[config.mk]
export PLATFORM = sky130hd
export DESIGN_NAME = tt_settle_ctr
export DESIGN_NICKNAME = d
export VERILOG_FILES = /design/src/rtl/tt_check_pkg.sv /design/src/rtl/tt_settle_ctr.sv
export SDC_FILE = /design/constraint.sdc
export NUM_CORES = 1
export LEC_CHECK = 0
export ABC_AREA = 1
export CAP_MARGIN = 20
export CELL_PAD_IN_SITES_DETAIL_PLACEMENT = 1
export CELL_PAD_IN_SITES_GLOBAL_PLACEMENT = 1
export CORE_AREA = 2 2 39 41
export DETAILED_ROUTE_END_ITERATION = 10
export DIE_AREA = 0 0 41 43
export DONT_BUFFER_PORTS = 1
export GPL_TIMING_DRIVEN = 0
export HOLD_SLACK_MARGIN = 0.12
export PLACE_DENSITY_LB_ADDON = 0.08
export SLEW_MARGIN = 20
export SYNTH_ARGS = -nofsm -noshare
export SYNTH_HDL_FRONTEND = slang
export SYNTH_SLANG_ARGS = --single-unit
export TNS_END_PERCENT = 1
[constraint.sdc]
create_clock -name clk -period 1.4 [get_ports clk]
set_input_delay 0.21 -clock clk [delete_from_list [all_inputs] [get_ports clk]]
set_output_delay 0.21 -clock clk [all_outputs]
set_load 0.005 [all_outputs]
[src/rtl/tt_check_pkg.sv]
// Shared types and constants for the truth-table sweep checker.
// Stop-on-first-failure behaviour is selected with TT_STOP_ON_FAIL_EN.
package tt_check_pkg;

    typedef enum logic [1:0] {
        IDLE   = 2'd0,
        APPLY  = 2'd1,
        SAMPLE = 2'd2,
        FINISH = 2'd3
    } state_t;

    // Expected truth tables for 2-input gates, bit i = output for input i
    localparam logic [3:0] TT_NOR2  = 4'b0001;
    localparam logic [3:0] TT_NAND2 = 4'b0111;
    localparam logic [3:0] TT_AND2  = 4'b1000;
    localparam logic [3:0] TT_OR2   = 4'b1110;

    localparam int unsigned SETTLE_MIN = 1;
    localparam int unsigned SETTLE_MAX = 255;
    localparam int unsigned CTR_W      = 8;

endpackage

[src/rtl/tt_settle_ctr.sv]
// Settle-interval counter: counts held cycles of a vector, flags SETTLE-1.
module tt_settle_ctr
    import tt_check_pkg::*;
#(
    parameter int unsigned SETTLE = 1
) (
    input  logic clk,
    input  logic reset,
    input  logic clear,
    input  logic enable,
    output logic tc_c
);

    logic [CTR_W-1:0] count;

    always_ff @(posedge clk or posedge reset) begin
        if (reset) begin
            count <= '0;
        end else if (clear) begin
            count <= '0;
        end else if (enable) begin
            count <= count + CTR_W'(1);
        end
    end

    assign tc_c = (count == CTR_W'(SETTLE - 1));

endmodule

==> out/results.env, run 1 <==
CRIT-REG2REG-LAUNCH='count[1]$_DFFE_PP0P_'
P_CLK_SHARE_PCT=38.2
GR-MAX-USAGE-LAYER='met2'
REG2REG_TO='count[6]$_DFFE_PP0P_'
CRITPATHSLOWESTCELL='sky130_fd_sc_hd__dfrtp_1'
FMAX_GHz=0.758
TIMING.HOLD.WORST.START='enable'
BIGGESTREGSBYFLOPS='count (8)'
TOP_REGISTER='count'
DRT-INITIAL-DRC-COUNT=4
FINAL_SLEW_VIOL_COUNT=0
CRITICAL-PATH-MAX-STAGE-DELAY_NS=0.40
CRIT_BUF_INV=1
FINAL_LAYOUT_SIZE_SUFFIX_GT1_SHARE_PCT=19.2
DRTANTENNAVIOLNETS=0
WORST_HOLD_PATH.ENDPOINT='count[0]$_DFFE_PP0P_'
FINALHOLDVIOLATIONS=0
CLKSLEWWORSTSETUPHOLDPATHS_NS=0.06
PLACEABLECOREAREA_UM2=1380
POST_DRT_VIA_CELL_RATIO=4.73
GLOBAL_ROUTE.OVERFLOW_TOTAL=0
FIN_SKEW_NS=0.00346
GLOBAL_ROUTE.USAGE.MET2_PCT=24.7
WORST_EP_ARRIVAL_TIME_NS=1.11
CLOCK_SINKS=8
CTSHTREEMAXLEVEL=1
GLOBALROUTETOTALUTIL_PCT=18.2
NUMBER_OF_VIOLATIONS_OF_THE_MAX_CAPACITANCE_LIMIT=0
POWER.IR.VDD_WORST_uV=406
TRITONCTS='built'
INITIAL_UTILIZATION_PCT=36.4
N_ANTENNA_CELL=0
FIRST_PASS_GRT_WIRE_LENGTH_UM=2060
VIA_COUNT=445
FINAL_NET_COUNT=86
ROWS=14
FINAL_PERIOD_MINUS_WORST_SETUP_SLACK_NS=1.32
PWR_CELL_AREA_nW_PER_UM2=807
SEQ_POWER_SHARE_PCT=49.5
SYNTH_AREA_UM2=504
CLK_PATH_BUF_DEPTH=2
FIN_WORST_HOLD_SLACK_NS=0.192
ANTENNA_FOUND_INITIAL=0
RSZ0062_AT_GRT='false'
DIE-AREA_UM2=1760
DR.PASS1.ITERS=3
CRITICAL_PATH.CELL_CHAIN='inv_2 -> ha_1 -> nand4_1 -> nor3_2'
POSTSYNTHREGISTERBITS=8
CRIT_FAMILY='flip-flops'
YOSYS_WARNINGS=0
SYNTH_SEQ_AREA_SHARE_PCT=39.7
INTERNAL_POWER_uW=361
DRT_WL_TOTAL_UM=1130
STATIC-LEAKAGE-POWER_nW=0.313
SYNTHESIZED_NETS=75
LARGEST_REGISTER_FFS=8
AREAGROWTHSYNTHTOFINISH_PCT=19.9
IOS=5
PORT-BUFFER-COUNT=0
POST_DRT_WL_PER_CELL_UM=12.0
CLK_LATENCY_NS=0.26
FINALSETUPVIOLCOUNT=0
RUN_STATUS='finished clean'
GR-USAGE-MET1_PCT=23.7
TOTAL_SWITCHING_POWER_uW=126
DIE_W_UM=41
REGTOREGSETUPSLACK_NS=0.21
FILLERINSTANCES=183
SYNTHCELLS=69
TIMING.CRITICAL_PATH.FANOUT_MAX=2
WORST-R2R-CELL-COUNT=8
MAX_SLEW.WORST_PIN.SLEW_NS=0.339
HOLD_PATH.CLASS='input port to flip-flop'
POWER_FRAC_COMB_PCT=12.4
TIMING.MAX_SLEW.REL_SLACK_PCT=77.4
TOTALNEGATIVESETUPSLACK_NS=0
FINAL_MIN_PERIOD_OVER_CLOCK_PERIOD_PCT=94.2
LARGEST_NET_DEGREE_AT_THE_START_OF_GLOBAL_ROUTING=9
FIRST_GLOBAL_VIAS=473
BUFFER_TYPE_AT_THE_CLOCK_TREE_ROOT='sky130_fd_sc_hd__clkbuf_4'
SW_FRAC_OF_TOTAL_PCT=25.9
WHS_PATH_DEPTH=3
CRITICAL_PATH.ENDPOINT_TYPE='output port'
CRIT_PATH_START_KIND='flip-flop'
DIE_HEIGHT_UM=43
YOSYS.CELL_TYPES.COUNT=14
DRC=0
CTS_MADE_BUFFERS=3
GRT.MET3_USAGE_PCT=4.19
REQUIRED_NS=1.19
POST_SYNTH.CELL_AREA_AVG_UM2=7.31
TIMING.SETUP.CRITICAL_PATH_CLASS='flip-flop to output port'
HPWL_UM=833
FINAL_WEIGHTED_CONGESTION_IN_ROUTABILITY_DRIVEN_PLACEMENT=0.703
==> metal layers <==
layer	up-vias	part of all wire, %
li1	232	-
met1	208	46
met2	3	50
met3	2	2.8
met4	0	0.80
met5	-	0
==> power by group through the flow <==
stage	sequential [mW]	clock, mW	combinational, mW
6_report	0.241	0.186	0.0603
5_1_grt	0.242	0.210	0.0698
4_1_cts	0.241	0.199	0.0620
3_5_place_dp	0.247	0	0.0412
3_3_place_gp	0.246	0	0.0409
2_1_floorplan	0.245	0	0.0321
==> kinds of logic (layout without fill, tap and decap cells) <==
group,count (synthesis),count (layout),synth area share (%)
AND/OR/NAND/NOR,37,37,37.7
buffers and inverters,17,26,12.7
flip-flops,8,8,39.7
AO/OA/AOI/OAI,5,5,4.96
adder cells (fa/ha/maj),2,2,4.96
==> synthesized netlist by cell type (all sizes together) <==
| cell | n | area share, % |
|---|---|---|
| a21oi | 2 | 2.0 |
| dfrtp | 8 | 40 |
| ha | 2 | 5.0 |
| inv | 17 | 13 |
| nand2 | 15 | 12 |
| nand3 | 5 | 5.0 |
| nand4 | 3 | 3.7 |
| nor2 | 10 | 12 |
| nor3 | 4 | 5.0 |
| o21ai | 3 | 3.0 |
==> area by class of cell <==
cell class                 count  area (µm²)  area share (%)
clock buffer                   3        22.5            3.73
inverter                      17        63.8            10.6
multi-input combinational     44         245            40.6
sequential                     8         200            33.1
tap                           16        20.0            3.31
timing repair buffer           6        52.6            8.70
==> worst max-delay path by stage <==
stage,cells after the start,slack (ns),start,end
after global routing,4,0.02,count[1]$_DFFE_PP0P_,tc_c
after floorplan,4,0.28,count[0]$_DFFE_PP0P_,tc_c
after CTS,4,0.001,count[1]$_DFFE_PP0P_,tc_c
final,4,0.08,count[1]$_DFFE_PP0P_,tc_c
after global placement,4,0.17,count[0]$_DFFE_PP0P_,tc_c
after detailed placement,4,0.14,count[0]$_DFFE_PP0P_,tc_c
==> stage by stage <==
step	cells	power, mW	area (µm²)	util, %	setup slack (ns)
after floorplan	69	0.277	504	-	0.278
after global placement	85	0.287	524	37.9	0.171
after detailed placement	85	0.288	524	37.9	0.142
after CTS	94	0.502	604	43.7	0.00135
after global routing	94	0.521	604	43.7	0.0226
final	94	0.487	604	43.7	0.0810
==> cell usage in the layout (no fill, tap or decap) <==
master / netlist / routed
sky130_fd_sc_hd__inv_1: 17 / 15
sky130_fd_sc_hd__nand2_1: 14 / 14
sky130_fd_sc_hd__dfrtp_1: 8 / 8
sky130_fd_sc_hd__nor2_1: 6 / 6
sky130_fd_sc_hd__nand3_1: 5 / 5
sky130_fd_sc_hd__nor2_4: 3 / 3
sky130_fd_sc_hd__nand4_1: 3 / 3
sky130_fd_sc_hd__o21ai_0: 3 / 3
sky130_fd_sc_hd__clkbuf_4: 0 / 3
sky130_fd_sc_hd__dlygate4sd3_1: 0 / 3
sky130_fd_sc_hd__buf_4: 0 / 3
sky130_fd_sc_hd__inv_2: 0 / 2
sky130_fd_sc_hd__nor3_2: 1 / 2
sky130_fd_sc_hd__nor3_1: 3 / 2
sky130_fd_sc_hd__a21oi_1: 2 / 2
sky130_fd_sc_hd__ha_1: 2 / 2
sky130_fd_sc_hd__nand2_2: 1 / 1
sky130_fd_sc_hd__nor2_2: 1 / 1
==> worst min-delay path: stages <==
cell                      delay (ns)
sky130_fd_sc_hd__nor2_4         0.03
sky130_fd_sc_hd__inv_1          0.09
sky130_fd_sc_hd__o21ai_0        0.07
==> timing repair <==
item,in CTS,in global routing
setup endpoints to repair,1,1
hold endpoints to repair,11,0
resized for setup,2,1
hold buffers,3,0
pin swaps,2,1
buffers inserted,3,0
gates cloned,0,0
Power figures use the tool's default switching activity.
==> run 2: changes to the inputs <==
- clock period: 1.4 -> 1.35 ns (I/O delays scaled with it)
==> run 2 against run 1 <==
Clock-buffer cell count unchanged. Flip-flop and latch count unchanged. Design area up 4.1%. Combinational power up 25%. Clock skew up 0.0013 ns. Final cell count up 1.1%. Via count down 0.45%. Total power up 5.3%. Sequential share of layout area down 1.3 points. Clock power about the same. Highest routed layer unchanged.
==> out/results.env, run 2 (synthesis gave the netlist of run 1 again) <==
CTS_MADE_BUFFERS=3  # unchanged
CRIT-REG2REG-LAUNCH='count[1]$_DFFE_PP0P_'  # unchanged
DR.PASS1.ITERS=4  # was 3
DRTANTENNAVIOLNETS=0  # unchanged
AREAGROWTHSYNTHTOFINISH_PCT=24.8  # was 19.9%
PLACEABLECOREAREA_UM2=1380  # unchanged
CLKSLEWWORSTSETUPHOLDPATHS_NS=0.06  # about the same
WORST-R2R-CELL-COUNT=6  # was 8
TRITONCTS='built'  # unchanged
DPL-INSTANCE-AREA_UM2=524  # unchanged
LAYOUT_COMMONEST_CELL='sky130_fd_sc_hd__inv_1'  # unchanged
DIE-AREA_UM2=1760  # unchanged
TIMING.SETUP.CRITICAL_PATH_CLASS='flip-flop to output port'  # unchanged
INTERNAL_POWER_uW=382  # was 361 µW
CLK_LATENCY_NS=0.26  # about the same
SW_FRAC_OF_TOTAL_PCT=25.6  # was 25.9%
FILLERINSTANCES=177  # was 183
POST_DRT_VIA_CELL_RATIO=4.66  # was 4.73
ANTENNA_FOUND_INITIAL=0  # unchanged
LARGEST_NET_DEGREE_AT_THE_START_OF_GLOBAL_ROUTING=9  # unchanged
MAX_SLEW.WORST_PIN.SLEW_NS=0.328  # was 0.339 ns
BIGGESTREGSBYFLOPS='count (8)'  # unchanged
CRITICAL_PATH.ENDPOINT_TYPE='output port'  # unchanged
GLOBAL_ROUTE.OVERFLOW_TOTAL=0  # unchanged
CRITPATHCAPTURE='tc_c'  # unchanged
N_ANTENNA_CELL=0  # unchanged
REQUIRED_NS=1.15  # was 1.19 ns
FINALHOLDVIOLATIONS=0  # unchanged
STATIC-LEAKAGE-POWER_nW=0.319  # was 0.313 nW
TOP_REGISTER='count'  # unchanged
FINAL_PERIOD_MINUS_WORST_SETUP_SLACK_NS=1.31
INITIAL_UTILIZATION_PCT=36.4  # unchanged
CRIT_FAMILY='flip-flops'  # unchanged
VIA_COUNT=443  # was 445
REG2REG_TO='count[2]$_DFFE_PP0P_'  # was count[6]$_DFFE_PP0P_
TOTAL_SWITCHING_POWER_uW=131  # was 126 µW
FINAL_SLEW_VIOL_COUNT=0  # unchanged
FINAL_NET_COUNT=87  # was 86
FIRST_PASS_GRT_WIRE_LENGTH_UM=2140  # was 2060 µm
POWER_FRAC_COMB_PCT=14.6  # was 12.4%
CRITICAL_PATH.CELL_CHAIN='inv_2 -> ha_4 -> nand4_1 -> nor3_2'  # was inv_2 -> ha_1 -> nand4_1 -> nor3_2
BUFFER_TYPE_AT_THE_CLOCK_TREE_ROOT='sky130_fd_sc_hd__clkbuf_4'  # unchanged
CP_NUM_CELLS=4  # unchanged
CRITPATHSLOWESTCELL='sky130_fd_sc_hd__dfrtp_1'  # unchanged
MOST-COMMON-LAYOUT-CELLS='sky130_fd_sc_hd__inv_1 (15), sky130_fd_sc_hd__nand2_1 (14), sky130_fd_sc_hd__dfrtp_1 (8)'  # unchanged
CRIT_BUF_INV=1  # unchanged
RSZ0062_AT_GRT='true'  # was false
PLACE_INST=85  # unchanged
DRT-INITIAL-DRC-COUNT=4  # unchanged
ROWS=14  # unchanged
DR_WL_MET2_UM=607  # was 565 µm
DIE_W_UM=41  # unchanged
FINAL_LAYOUT_SIZE_SUFFIX_GT1_SHARE_PCT=21.5  # was 19.2%
NUMBER_OF_VIOLATIONS_OF_THE_MAX_CAPACITANCE_LIMIT=0  # unchanged
WORST_EP_ARRIVAL_TIME_NS=1.10  # was 1.11 ns
FINALSETUPVIOLCOUNT=0  # unchanged
POST_DRT_WL_PER_CELL_UM=12.3  # was 12.0 µm
FMAX_GHz=0.766
RUN_STATUS='finished clean'  # unchanged
HPWL_UM=833  # unchanged
FINAL_MIN_PERIOD_OVER_CLOCK_PERIOD_PCT=96.7
TIMING.MAX_SLEW.REL_SLACK_PCT=78.1  # was 77.4%
DRC=0  # unchanged
FINAL_WEIGHTED_CONGESTION_IN_ROUTABILITY_DRIVEN_PLACEMENT=0.703  # unchanged
SEQ_POWER_SHARE_PCT=48.7  # was 49.5%
WL_MET3_UM=21  # was 32 µm
POWER.IR.VDD_WORST_uV=443  # was 406 µV
CLK_PATH_BUF_DEPTH=2  # unchanged
FIRST_GLOBAL_VIAS=483  # was 473
CLOCK_SINKS=8  # unchanged
REGTOREGSETUPSLACK_NS=0.14  # was 0.21 ns
DIE_HEIGHT_UM=43  # unchanged
PWR_CELL_AREA_nW_PER_UM2=816  # was 807 nW/µm²
DRT_WL_TOTAL_UM=1170  # was 1130 µm
PORT-BUFFER-COUNT=0  # unchanged
FIN_SKEW_NS=0.00480  # was 0.00346 ns
FIN_CELLS=95  # was 94
LAYOUT.CELL_AREA.NON_FILLER_UM2=629  # was 604 µm²
CTSHTREEMAXLEVEL=1  # unchanged
M1WIRELENGTH_UM=528  # was 520 µm
FIN_UTIL_PCT=45.5  # was 43.7%
TIMING.CRITICAL_PATH.FANOUT_MAX=2  # unchanged
CRITICAL-PATH-MAX-STAGE-DELAY_NS=0.39  # was 0.40 ns
CRIT_PATH_START_KIND='flip-flop'  # unchanged
STARTPOINT='count[1]$_DFFE_PP0P_'  # unchanged
MAXUSEDROUTINGLAYER='met4'  # unchanged
IOS=5  # unchanged
P_CLK_SHARE_PCT=36.6  # was 38.2%
GLOBALROUTETOTALUTIL_PCT=19.0  # was 18.2%
HOLD_PATH.CLASS='input port to flip-flop'  # unchanged
LARGEST_REGISTER_FFS=8  # unchanged
[run 2: cell count changes in the layout (fill, tap and decap cells not counted)]
cell and change:
sky130_fd_sc_hd__buf_4 +1, sky130_fd_sc_hd__ha_1 -1, sky130_fd_sc_hd__ha_4 +1, sky130_fd_sc_hd__nor2_2 -1
sky130_fd_sc_hd__nor2_4 +1
[run 2: worst min path at each step]
stage,startpoint,endpoint,cells past startpoint
6_report,clear,count[5]$_DFFE_PP0P_,3
5_1_grt,enable,count[0]$_DFFE_PP0P_,3
4_1_cts,enable,count[0]$_DFFE_PP0P_,3
3_5_place_dp,reset,count[5]$_DFFE_PP0P_,1
3_3_place_gp,reset,count[5]$_DFFE_PP0P_,1
2_1_floorplan,reset,count[0]$_DFFE_PP0P_,1
[run 2: cell type report]
type / count / area, µm² / area share (%)
multi-input combinational: 44 / 263 / 41.7
sequential: 8 / 200 / 31.8
inverter: 17 / 63.8 / 10.1
timing repair buffer: 7 / 60.1 / 9.54
clock buffer: 3 / 22.5 / 3.58
tap: 16 / 20.0 / 3.18
[run 2: metrics by stage]
stage               hold WS, ns  worst slack (ns)  power [mW]  setup TNS [ns]
floorplan                0.0182             0.236       0.287               0
global placement         0.0729             0.129       0.298               0
detailed placement       0.0733            0.0997       0.298               0
CTS                       0.176          -0.00989       0.529        -0.00989
global route              0.218           -0.0172       0.555         -0.0172
finish                    0.194            0.0441       0.513               0
[run 2: per-layer routing]
layer	global-route usage, %	up-vias
met1	24.3	206
met3	4.19	2
li1	-	233
met5	0	-
met4	14.0	0
met2	26.6	2
[run 2: what timing repair did]
item | CTS | global route
endpoints found under the hold margin | 11 | 0
pin swaps | 2 | 1
hold buffers | 3 | 0
buffers inserted | 4 | 0
resized for setup | 5 | 1
endpoints found under the setup margin | 1 | 2
[run 2: worst register-to-register path, delay by kind of cell, from the launching register on]
kind / cells / cell delay [ns]
AO/OA/AOI/OAI: 1 / 0.14
adder cells (fa/ha/maj): 1 / 0.17
buffers and inverters: 2 / 0.27
flip-flops: 1 / 0.39
AND/OR/NAND/NOR: 2 / 0.11
[run 2: power by group through the flow]
stage	Combinational [mW]	Sequential [mW]	Clock [mW]
finish	0.0751	0.250	0.188
CTS	0.0723	0.250	0.206
global route	0.0865	0.250	0.218
global placement	0.0424	0.255	0
floorplan	0.0333	0.254	0
detailed placement	0.0427	0.256	0
==> run 3: changes to the inputs <==
- clock period: 1.35 -> 1.5 ns (I/O delays scaled with it)
==> run 3 against run 2 <==
Worst setup slack improved by 0.029 ns. Global-route usage fell by 1.1 points. Routed wire length fell by 6.3%. Total power fell by 13%. Final cell count fell by 4.2%. Largest cell class unchanged. Largest power group unchanged.
==> out/results.env, run 3 (synthesis gave the netlist of run 1 again) <==
N_ANTENNA_CELL=0  # unchanged
ANTENNA_FOUND_INITIAL=0  # unchanged
HPWL_UM=833  # unchanged
CLK_PATH_BUF_DEPTH=2  # unchanged
FINAL_WEIGHTED_CONGESTION_IN_ROUTABILITY_DRIVEN_PLACEMENT=0.703  # unchanged
DPL-INSTANCE-AREA_UM2=524  # unchanged
DIE_HEIGHT_UM=43  # unchanged
INITIAL_UTILIZATION_PCT=36.4  # unchanged
FINAL_SLEW_VIOL_COUNT=0  # unchanged
STATIC-LEAKAGE-POWER_nW=0.298  # was 0.319 nW
NUMBER_OF_VIOLATIONS_OF_THE_MAX_CAPACITANCE_LIMIT=0  # unchanged
TOTALNEGATIVESETUPSLACK_NS=0  # unchanged
LAYOUT_COMMONEST_CELL='sky130_fd_sc_hd__inv_1'  # unchanged
PORT-BUFFER-COUNT=0  # unchanged
DRTANTENNAVIOLNETS=0  # unchanged
CTS_MADE_BUFFERS=3  # unchanged
CRIT_FAMILY='flip-flops'  # unchanged
DRT_WL_TOTAL_UM=1090  # was 1170 µm
FMAX_GHz=0.701
POSTCTSSETUPBUFFERS=0  # was 4
DIE_W_UM=41  # unchanged
TIMING.SETUP.CRITICAL_PATH_CLASS='flip-flop to output port'  # unchanged
BIGGESTREGSBYFLOPS='count (8)'  # unchanged
CLOCK_SINKS=8  # unchanged
PLACEABLECOREAREA_UM2=1380  # unchanged
DIE-AREA_UM2=1760  # unchanged
ROWS=14  # unchanged
FINALSETUPVIOLCOUNT=0  # unchanged
AREAGROWTHSYNTHTOFINISH_PCT=15.4  # was 24.8%
FINALHOLDVIOLATIONS=0  # unchanged
CRITICAL_PATH.CELL_CHAIN='inv_2 -> ha_1 -> nand4_1 -> nor3_2'  # was inv_2 -> ha_4 -> nand4_1 -> nor3_2
TRITONCTS='built'  # unchanged
CTSHTREEMAXLEVEL=1  # unchanged
CRITPATHSLOWESTCELL='sky130_fd_sc_hd__dfrtp_1'  # unchanged
FIRST_PASS_GRT_WIRE_LENGTH_UM=2020  # was 2140 µm
REQUIRED_NS=1.27  # was 1.15 ns
TIMING.MAX_SLEW.REL_SLACK_PCT=77.7  # was 78.1%
MAX_SLEW.WORST_PIN.SLEW_NS=0.333  # was 0.328 ns
CRIT_PATH_START_KIND='flip-flop'  # unchanged
DRT-INITIAL-DRC-COUNT=2  # was 4
POSTLAYOUTSETUPSLACKWORST_NS=0.0734  # was 0.0441 ns
VIA_COUNT=424  # was 443
DRC=0  # unchanged
GLOBALROUTETOTALUTIL_PCT=17.9  # was 19.0%
HOLD_PATH.CLASS='input port to flip-flop'  # unchanged
LAYOUT.CELL_AREA.NON_FILLER_UM2=582  # was 629 µm²
POST_DRT_WL_PER_CELL_UM=12.0  # was 12.3 µm
FINAL_PERIOD_MINUS_WORST_SETUP_SLACK_NS=1.43
FINAL_LAYOUT_SIZE_SUFFIX_GT1_SHARE_PCT=14.7  # was 21.5%
BUFFER_TYPE_AT_THE_CLOCK_TREE_ROOT='sky130_fd_sc_hd__clkbuf_4'  # unchanged
TOP_REGISTER='count'  # unchanged
WORST_SETUP_SLACK_BEFORE_CLOCK_TREE_SYNTHESIS_NS=0.227  # was 0.0997 ns
RUN_STATUS='finished clean'  # unchanged
POST_DRT_VIA_CELL_RATIO=4.66  # about the same
GLOBAL_ROUTE.OVERFLOW_TOTAL=0  # unchanged
FIN_SKEW_NS=0.00367  # was 0.00480 ns
WORST_EP_ARRIVAL_TIME_NS=1.20  # was 1.10 ns
RSZ0062_AT_GRT='false'  # was true
CRITICAL_PATH.ENDPOINT_TYPE='output port'  # unchanged
FIRST_GLOBAL_VIAS=460  # was 483
FIN_WORST_HOLD_SLACK_NS=0.136  # was 0.194 ns
LARGEST_NET_DEGREE_AT_THE_START_OF_GLOBAL_ROUTING=9  # unchanged
FINAL_NET_COUNT=83  # was 87
LARGEST_REGISTER_FFS=8  # unchanged
FIN_UTIL_PCT=42.0  # was 45.5%
DR.PASS1.ITERS=2  # was 4
CRIT_BUF_INV=1  # unchanged
TIMING.CRITICAL_PATH.FANOUT_MAX=4  # was 2
POWER.IR.VDD_WORST_uV=366  # was 443 µV
PWR_CELL_AREA_nW_PER_UM2=764  # was 816 nW/µm²
FINAL_MIN_PERIOD_OVER_CLOCK_PERIOD_PCT=95.1
CLK_LATENCY_NS=0.26  # about the same
MOST-COMMON-LAYOUT-CELLS='sky130_fd_sc_hd__inv_1 (16), sky130_fd_sc_hd__nand2_1 (14), sky130_fd_sc_hd__dfrtp_1 (8)'  # was sky130_fd_sc_hd__inv_1 (15), sky130_fd_sc_hd__nand2_1 (14), sky130_fd_sc_hd__dfrtp_1 (8)
CRITICAL-PATH-MAX-STAGE-DELAY_NS=0.40  # was 0.39 ns
CLKSLEWWORSTSETUPHOLDPATHS_NS=0.06  # about the same
IOS=5  # unchanged
## run 3: repair_timing
action / in CTS / in global routing
endpoints found under the hold margin: 10 / 0
endpoints found under the setup margin: 1 / 0
gates resized for setup: 2 / 0
hold buffers: 3 / 0
## run 3: area by class of cell
cell class	count	area (µm²)
Clock buffer	3	22.5
Fill cell	182	802
Inverter	17	63.8
Multi-Input combinational cell	44	245
Sequential cell	8	200
Tap cell	16	20.0
Timing Repair Buffer	3	30.0
## run 3: per-layer routing
metal	wire [µm]	vias to the layer above	global-route usage, %	share of wire (%)
met5	0	-	0	0
met4	9	0	14.0	0.82
met3	22	2	4.19	2.0
met2	537	2	23.4	49
met1	523	195	24.0	48
li1	-	225	-	-
## run 3: report_power, final
part	total [mW]	internal (mW)	switching (mW)
clock	0.173	0.0921	0.0810
sequential	0.226	0.221	0.00581
combinational	0.0450	0.0174	0.0276
## run 3: path summary, 6_finish.rpt
check	slack, ns	startpoint	cells past startpoint	end
setup / recovery	0.07	count[0]$_DFFE_PP0P_	4	tc_c
hold / removal	0.14	enable	2	count[1]$_DFFE_PP0P_
setup reg to reg	0.38	count[1]$_DFFE_PP0P_	7	count[6]$_DFFE_PP0P_
hold reg to reg	0.57	count[7]$_DFFE_PP0P_	3	count[7]$_DFFE_PP0P_
max in group asynchronous	0.88	reset	2	count[3]$_DFFE_PP0P_
min in group asynchronous	0.37	reset	2	count[6]$_DFFE_PP0P_
## run 3: through the flow
step,total power [mW],std cells
floorplan,0.259,69
global placement,0.268,85
detailed placement,0.269,85
CTS,0.458,91
global route,0.476,91
finish,0.445,91
